$ cat src/rtl/mux2to1_packet_arbiter_if.sv
// -----------------------------------------------------------------------------
// mux2to1_packet_arbiter_if
//   Bundle of the three valid/ready packet streams around the 2:1 packet
//   arbiter: two source streams (a, b) and one sink stream (y).
//
//   Signals (per stream): <x>_valid, <x>_data[WIDTH-1:0], <x>_last, <x>_ready
//
//   Modports:
//     master - the environment side: drives a/b beats and y_ready,
//              observes a_ready/b_ready and the y beat.
//     slave  - the arbiter side: consumes a/b beats, drives the readies and
//              the registered y beat, observes y_ready.
// -----------------------------------------------------------------------------
interface mux2to1_packet_arbiter_if #(
  parameter int WIDTH = 8
);
  logic             a_valid;
  logic [WIDTH-1:0] a_data;
  logic             a_last;
  logic             a_ready;

  logic             b_valid;
  logic [WIDTH-1:0] b_data;
  logic             b_last;
  logic             b_ready;

  logic             y_valid;
  logic [WIDTH-1:0] y_data;
  logic             y_last;
  logic             y_ready;

  modport master (
    output a_valid, a_data, a_last,
    input  a_ready,
    output b_valid, b_data, b_last,
    input  b_ready,
    input  y_valid, y_data, y_last,
    output y_ready
  );

  modport slave (
    input  a_valid, a_data, a_last,
    output a_ready,
    input  b_valid, b_data, b_last,
    output b_ready,
    output y_valid, y_data, y_last,
    input  y_ready
  );
endinterface

$ cat src/rtl/mux2to1_packet_arbiter.sv
// -----------------------------------------------------------------------------
// mux2to1_packet_arbiter
//   Packet-level round-robin arbiter sharing one 2:1 datapath mux between two
//   valid/ready packet sources and driving a single registered output stage.
//   A grant is held from the first beat of a packet until its last beat has
//   been accepted, so packets never interleave on the output.
//
//   Ports:
//     clk        system clock, rising edge
//     rst        asynchronous active-high reset
//     bus        stream bundle (slave modport): a_*, b_* sources, y_* sink
//     sel        registered mux select, 0 = a, 1 = b
//     busy       a packet grant is currently held
// -----------------------------------------------------------------------------
module mux2to1_packet_arbiter #(
  parameter int WIDTH = 8
) (
  input  logic                    clk,
  input  logic                    rst,
  mux2to1_packet_arbiter_if.slave bus,
  output logic                    sel,
  output logic                    busy
);

  typedef enum logic [1:0] {
    IDLE  = 2'd0,
    GNT_A = 2'd1,
    GNT_B = 2'd2
  } state_t;

  state_t           state_q, state_d;
  logic             sel_q, sel_d;
  logic             last_served_q, last_served_d;  // 0 = a, 1 = b
  logic             y_valid_q, y_valid_d;
  logic             y_last_q, y_last_d;
  logic [WIDTH-1:0] y_data_q, y_data_d;

  logic             out_free;
  logic             a_ready;
  logic             b_ready;
  logic             a_fire;
  logic             b_fire;
  logic             load;
  logic [WIDTH-1:0] mux_data;
  logic             mux_last;

  // The output register can take a new beat when it is empty or is being
  // drained this same cycle; this keeps the block at one beat per cycle.
  assign out_free = ~y_valid_q | bus.y_ready;

  assign a_ready  = (state_q == GNT_A) & out_free;
  assign b_ready  = (state_q == GNT_B) & out_free;
  assign a_fire   = bus.a_valid & a_ready;
  assign b_fire   = bus.b_valid & b_ready;
  assign load     = a_fire | b_fire;

  // The shared datapath mux, steered by the registered select.
  assign mux_data = sel_q ? bus.b_data : bus.a_data;
  assign mux_last = sel_q ? bus.b_last : bus.a_last;

  always_comb begin
    state_d       = state_q;
    sel_d         = sel_q;
    last_served_d = last_served_q;
    y_valid_d     = y_valid_q;
    y_data_d      = y_data_q;
    y_last_d      = y_last_q;

    unique case (state_q)
      IDLE: begin
        // Round-robin tie break: a wins unless a was the last one served.
        if (bus.a_valid && (!bus.b_valid || last_served_q)) begin
          state_d = GNT_A;
          sel_d   = 1'b0;
        end else if (bus.b_valid) begin
          state_d = GNT_B;
          sel_d   = 1'b1;
        end
      end
      GNT_A: begin
        if (a_fire && bus.a_last) begin
          state_d       = IDLE;
          last_served_d = 1'b0;
        end
      end
      GNT_B: begin
        if (b_fire && bus.b_last) begin
          state_d       = IDLE;
          last_served_d = 1'b1;
        end
      end
      default: begin
        state_d = IDLE;
      end
    endcase

    // A load takes priority over a drain: the new beat simply replaces the
    // one leaving, so y_valid stays high across back-to-back beats.
    if (load) begin
      y_valid_d = 1'b1;
      y_data_d  = mux_data;
      y_last_d  = mux_last;
    end else if (y_valid_q && bus.y_ready) begin
      y_valid_d = 1'b0;
    end
  end

  always_ff @(posedge clk or posedge rst) begin
    if (rst) begin
      state_q       <= IDLE;
      sel_q         <= 1'b0;
      last_served_q <= 1'b1;
      y_valid_q     <= 1'b0;
      y_data_q      <= '0;
      y_last_q      <= 1'b0;
    end else begin
      state_q       <= state_d;
      sel_q         <= sel_d;
      last_served_q <= last_served_d;
      y_valid_q     <= y_valid_d;
      y_data_q      <= y_data_d;
      y_last_q      <= y_last_d;
    end
  end

  assign bus.a_ready = a_ready;
  assign bus.b_ready = b_ready;
  assign bus.y_valid = y_valid_q;
  assign bus.y_data  = y_data_q;
  assign bus.y_last  = y_last_q;
  assign sel         = sel_q;
  assign busy        = (state_q != IDLE);

endmodule

$ cat src/flat_wrapper.sv
// flat-port wrapper written by rule: the top's interface ports become plain ports
module mux2to1_packet_arbiter_flat 
#(
  parameter int WIDTH = 8
)
  (clk, rst, sel, busy, bus_a_valid, bus_a_data, bus_a_last, bus_a_ready, bus_b_valid, bus_b_data, bus_b_last, bus_b_ready, bus_y_valid, bus_y_data, bus_y_last, bus_y_ready);
  mux2to1_packet_arbiter_if #(.WIDTH(WIDTH)) bus_i ();
  input  logic clk;
  input  logic rst;
  output logic sel;
  output logic busy;
  input wire logic [$bits(bus_i.a_valid)-1:0] bus_a_valid;
  input wire logic [$bits(bus_i.a_data)-1:0] bus_a_data;
  input wire logic [$bits(bus_i.a_last)-1:0] bus_a_last;
  output wire logic [$bits(bus_i.a_ready)-1:0] bus_a_ready;
  input wire logic [$bits(bus_i.b_valid)-1:0] bus_b_valid;
  input wire logic [$bits(bus_i.b_data)-1:0] bus_b_data;
  input wire logic [$bits(bus_i.b_last)-1:0] bus_b_last;
  output wire logic [$bits(bus_i.b_ready)-1:0] bus_b_ready;
  output wire logic [$bits(bus_i.y_valid)-1:0] bus_y_valid;
  output wire logic [$bits(bus_i.y_data)-1:0] bus_y_data;
  output wire logic [$bits(bus_i.y_last)-1:0] bus_y_last;
  input wire logic [$bits(bus_i.y_ready)-1:0] bus_y_ready;
  assign bus_i.a_valid = bus_a_valid;
  assign bus_i.a_data = bus_a_data;
  assign bus_i.a_last = bus_a_last;
  assign bus_a_ready = bus_i.a_ready;
  assign bus_i.b_valid = bus_b_valid;
  assign bus_i.b_data = bus_b_data;
  assign bus_i.b_last = bus_b_last;
  assign bus_b_ready = bus_i.b_ready;
  assign bus_y_valid = bus_i.y_valid;
  assign bus_y_data = bus_i.y_data;
  assign bus_y_last = bus_i.y_last;
  assign bus_i.y_ready = bus_y_ready;
  mux2to1_packet_arbiter #(.WIDTH(WIDTH)) u_core (.clk(clk), .rst(rst), .bus(bus_i), .sel(sel), .busy(busy));
endmodule
$ cat config.mk
export PLATFORM = sky130hd
export DESIGN_NAME = mux2to1_packet_arbiter_flat
export DESIGN_NICKNAME = d
export VERILOG_FILES = /design/src/rtl/mux2to1_packet_arbiter_if.sv /design/src/rtl/mux2to1_packet_arbiter.sv /design/src/flat_wrapper.sv
export SDC_FILE = /design/constraint.sdc
export NUM_CORES = 1
export LEC_CHECK = 0
export CAP_MARGIN = 25
export CORE_MARGIN = 1.5
export CORE_UTILIZATION = 29
export DETAILED_ROUTE_END_ITERATION = 8
export MAX_ROUTING_LAYER = met4
export PLACE_DENSITY = 0.64
export SETUP_SLACK_MARGIN = 0.5
export SYNTH_ARGS = -nofsm -noshare
export SYNTH_HDL_FRONTEND = slang
export SYNTH_SLANG_ARGS = --single-unit
$ cat constraint.sdc
create_clock -name clk -period 1.4 [get_ports clk]
set_input_delay 0.42 -clock clk [delete_from_list [all_inputs] [get_ports clk]]
set_output_delay 0.42 -clock clk [all_outputs]
set_load 0.01 [all_outputs]
==> reports/metrics.yaml <==
logic_synthesis:
  synth_seq_cells: 14
  synthXorXnorAreaFrac_pct: 0
  synth_top_family_by_area: "multiplexers"
  yosys.area_share.adder_pct: 0
  synth-compound-area-share_pct: 9.52
  syn_avg_cell_area_sq_um: 12.5
  synth_cell_type_count: 21
  synth_simple_gate_area_share_pct: 13.3
  syn_nets: 84
  ys_seq_area_share_pct: 46.1
  synth.mux.area_fraction_pct: 26.6
  synth_warnings: 0
  syn_inst: 61
  syn_area_sq_um: 762
clock_tree:
  clock_latency_ps: 280
  clock_path_buffers: 2
  cts_made_buffers: 3
  h-tree-depth: 1
  clockRootBuffer: "clkbuf_4"
  cts_num_sinks: 14
  cts_tree: "done"
  clkTransAtPathRegs_ps: 90
floorplanning:
  fp.dieArea_sq_um: 2940
  die-height_microns: 54.3
  rows: 18
  ios: 37
  start_util_pct: 30.8
  core-area_sq_um: 2480
  die_w_microns: 54.3
critical_path:
  worstPathRequired_ps: 1570
  critical_path_arrival_ps: 1840
  cp-end-kind: "flip-flop"
  startpoint_type: "flip-flop"
  path_class: "flip-flop to flip-flop"
  crit_fanout: 5
  reg2reg_slack_ps: -270
timing:
  finalHoldViolCount: 0
  hold-worst-slack_ps: 418
  slew_headroom_pct: 83.8
  fmax_mhz: 598
  finalCriticalPeriod_ps: 1670
  worst_clock_skew_ps: 5.00
  rsz0062_at_grt: "yes"
  slew_violations: 0
  post-route-period-util_pct: 120
  setup_ws_ps: -273
  worstMarginPinSlew_ps: 241
  setup_viol: 12
min_path:
  hold_path_class: "input pin to asynchronous set/reset pin"
run_status:
  failed_checks: "negative setup slack"
  status: "finished with violations"
drt:
  antenna_left: 0
  vias: 806
  wl_microns: 2550
  detail_route.wl_per_cell_microns: 15.1
  drtIter0Drc: 1
  drt_pass1_iterations: 3
  post-route-drc-count: 0
  via_per_inst: 4.77
pwr:
  power_density_nw_per_um2: 2190
  peakVddDrop_mv: 1.33
  p_leak_nw: 0.791
place:
  place_inst: 137
  hpwl_microns: 1410
  gp_congestion: 0.822
  preCtsSetupSlack_ps: -840
  numPortBuffers: 36
global_routing:
  antenna_found_initial: 0
  grt_pass1_vias: 820
  grt_pass1_wl_microns: 3530
  grt_max_degree: 15
  grtUsageTotal_pct: 17.7
  overflow: 0
finish:
  drive_gt1_share_pct: 69.1
  syn2layout_area_growth_pct: 113
  nNetsFinal: 163
  finalNonFillerCells: 169
  antenna_cells: 0
run:
  maxCapViolCount: 0
cell usage after synthesis:
library cell	count	area share, %
nand3_1	1	0.66
nand3b_4	2	5.3
a211oi_1	1	0.99
o21ai_0	1	0.66
a311oi_1	1	1.1
dfrtp_1	13	43
mux2_2	18	27
nand2_1	3	1.5
dfstp_2	1	3.4
a31oi_1	2	1.6
nand2b_1	2	1.6
nor2_1	3	1.5
o31ai_1	1	0.99
and2_1	1	0.82
nor3b_1	1	0.99
inv_1	2	0.99
a21oi_1	3	2.0
and2b_1	1	0.99
a21oi_4	1	2.1
buf_6	1	1.5
buf_4	2	2.0
cells by family (layout without fill, tap and decap cells):
kind of cell | after synthesis | in the layout
buffers and inverters | 5 | 83
muxes | 18 | 18
AOI/OAI and AO/OA | 10 | 10
and+or+nand+nor | 14 | 14
DFF | 14 | 14
worst max-delay path, cell delays in order (launching register included):
cell and delay, ps:
dfrtp_1 410, buf_6 140, buf_6 120, nand3b_4 170, a21oi_4 200, buf_6 120, buf_12 110, mux2_4 290
metrics by stage:
stage	cell area (sq um)	setup TNS (ps)	util [%]	total power, W
2_1_floorplan	779	0	-	0.00158
3_3_place_gp	1250	-7230	50.6	0.00226
3_5_place_dp	1250	-7570	50.6	0.00230
4_1_cts	1430	-2250	57.6	0.00297
5_1_grt	1630	-3650	65.6	0.00377
6_report	1630	-2980	65.6	0.00356
cells in the final DEF, fill, tap and decap left out, types with 2 or more instances in the layout:
cell	n
mux2_4	9
dlygate4sd2_1	3
mux2_2	9
nand2_1	3
buf_2	11
clkbuf_4	3
nor2_2	2
nand3b_4	2
clkdlybuf4s50_1	19
nand2b_4	2
a21oi_2	3
dfrtp_1	13
inv_1	2
a31oi_1	2
buf_6	21
buf_4	21
final cells by class:
cell class	count	area, sq um
Clock buffer	4	36.3
Sequential cell	14	352
Multi-Input combinational cell	42	479
Tap cell	30	37.5
Inverter	2	7.51
Timing Repair Buffer	77	713
Fill cell	196	852
power by group:
| group | internal [W] | switching [W] |
|---|---|---|
| logic | 0.00161 | 0.000896 |
| clock network | 0.000158 | 0.000137 |
| registers | 0.000623 | 0.000132 |
sequential cells by signal, summed over array words and instances (netlist names):
register / count
u_core.bus.y_data: 8
u_core.state_q: 2
u_core.bus.y_last: 1
u_core.bus.y_valid: 1
u_core.last_served_q: 1
u_core.sel: 1
repair_timing:
item	CTS	global route
buffers inserted	16	11
hold buffers	0	0
cloned	1	0
gates resized for setup	76	28
endpoints found under the setup margin	28	28
pin swaps	3	6
per-layer routing:
layer / wire (microns) / track usage [%] / up-vias
met4: 42 / 8.75 / 0
met5: 0 / - / -
met3: 124 / 3.28 / 4
met1: 963 / 19.2 / 398
met2: 1420 / 30.9 / 24
li1: - / - / 380
worst paths after layout:
| kind | from | endpoint | depth (start not counted) |
|---|---|---|---|
| worst max register to register | u_core.state_q[1]$_DFFE_PP0P_ | u_core.bus.y_data[2]$_DFFE_PP0P_ | 7 |
| max in group asynchronous | rst | u_core.last_served_q$_DFFE_PP1P_ | 3 |
| worst min-delay path | rst | u_core.bus.y_valid$_DFFE_PP0P_ | 3 |
| worst max-delay path | u_core.state_q[1]$_DFFE_PP0P_ | u_core.bus.y_data[2]$_DFFE_PP0P_ | 7 |
| worst min register to register | u_core.bus.y_data[4]$_DFFE_PP0P_ | u_core.bus.y_data[4]$_DFFE_PP0P_ | 1 |
| min in group clk | u_core.bus.y_data[4]$_DFFE_PP0P_ | u_core.bus.y_data[4]$_DFFE_PP0P_ | 1 |
(Power assumes the default switching activity.)
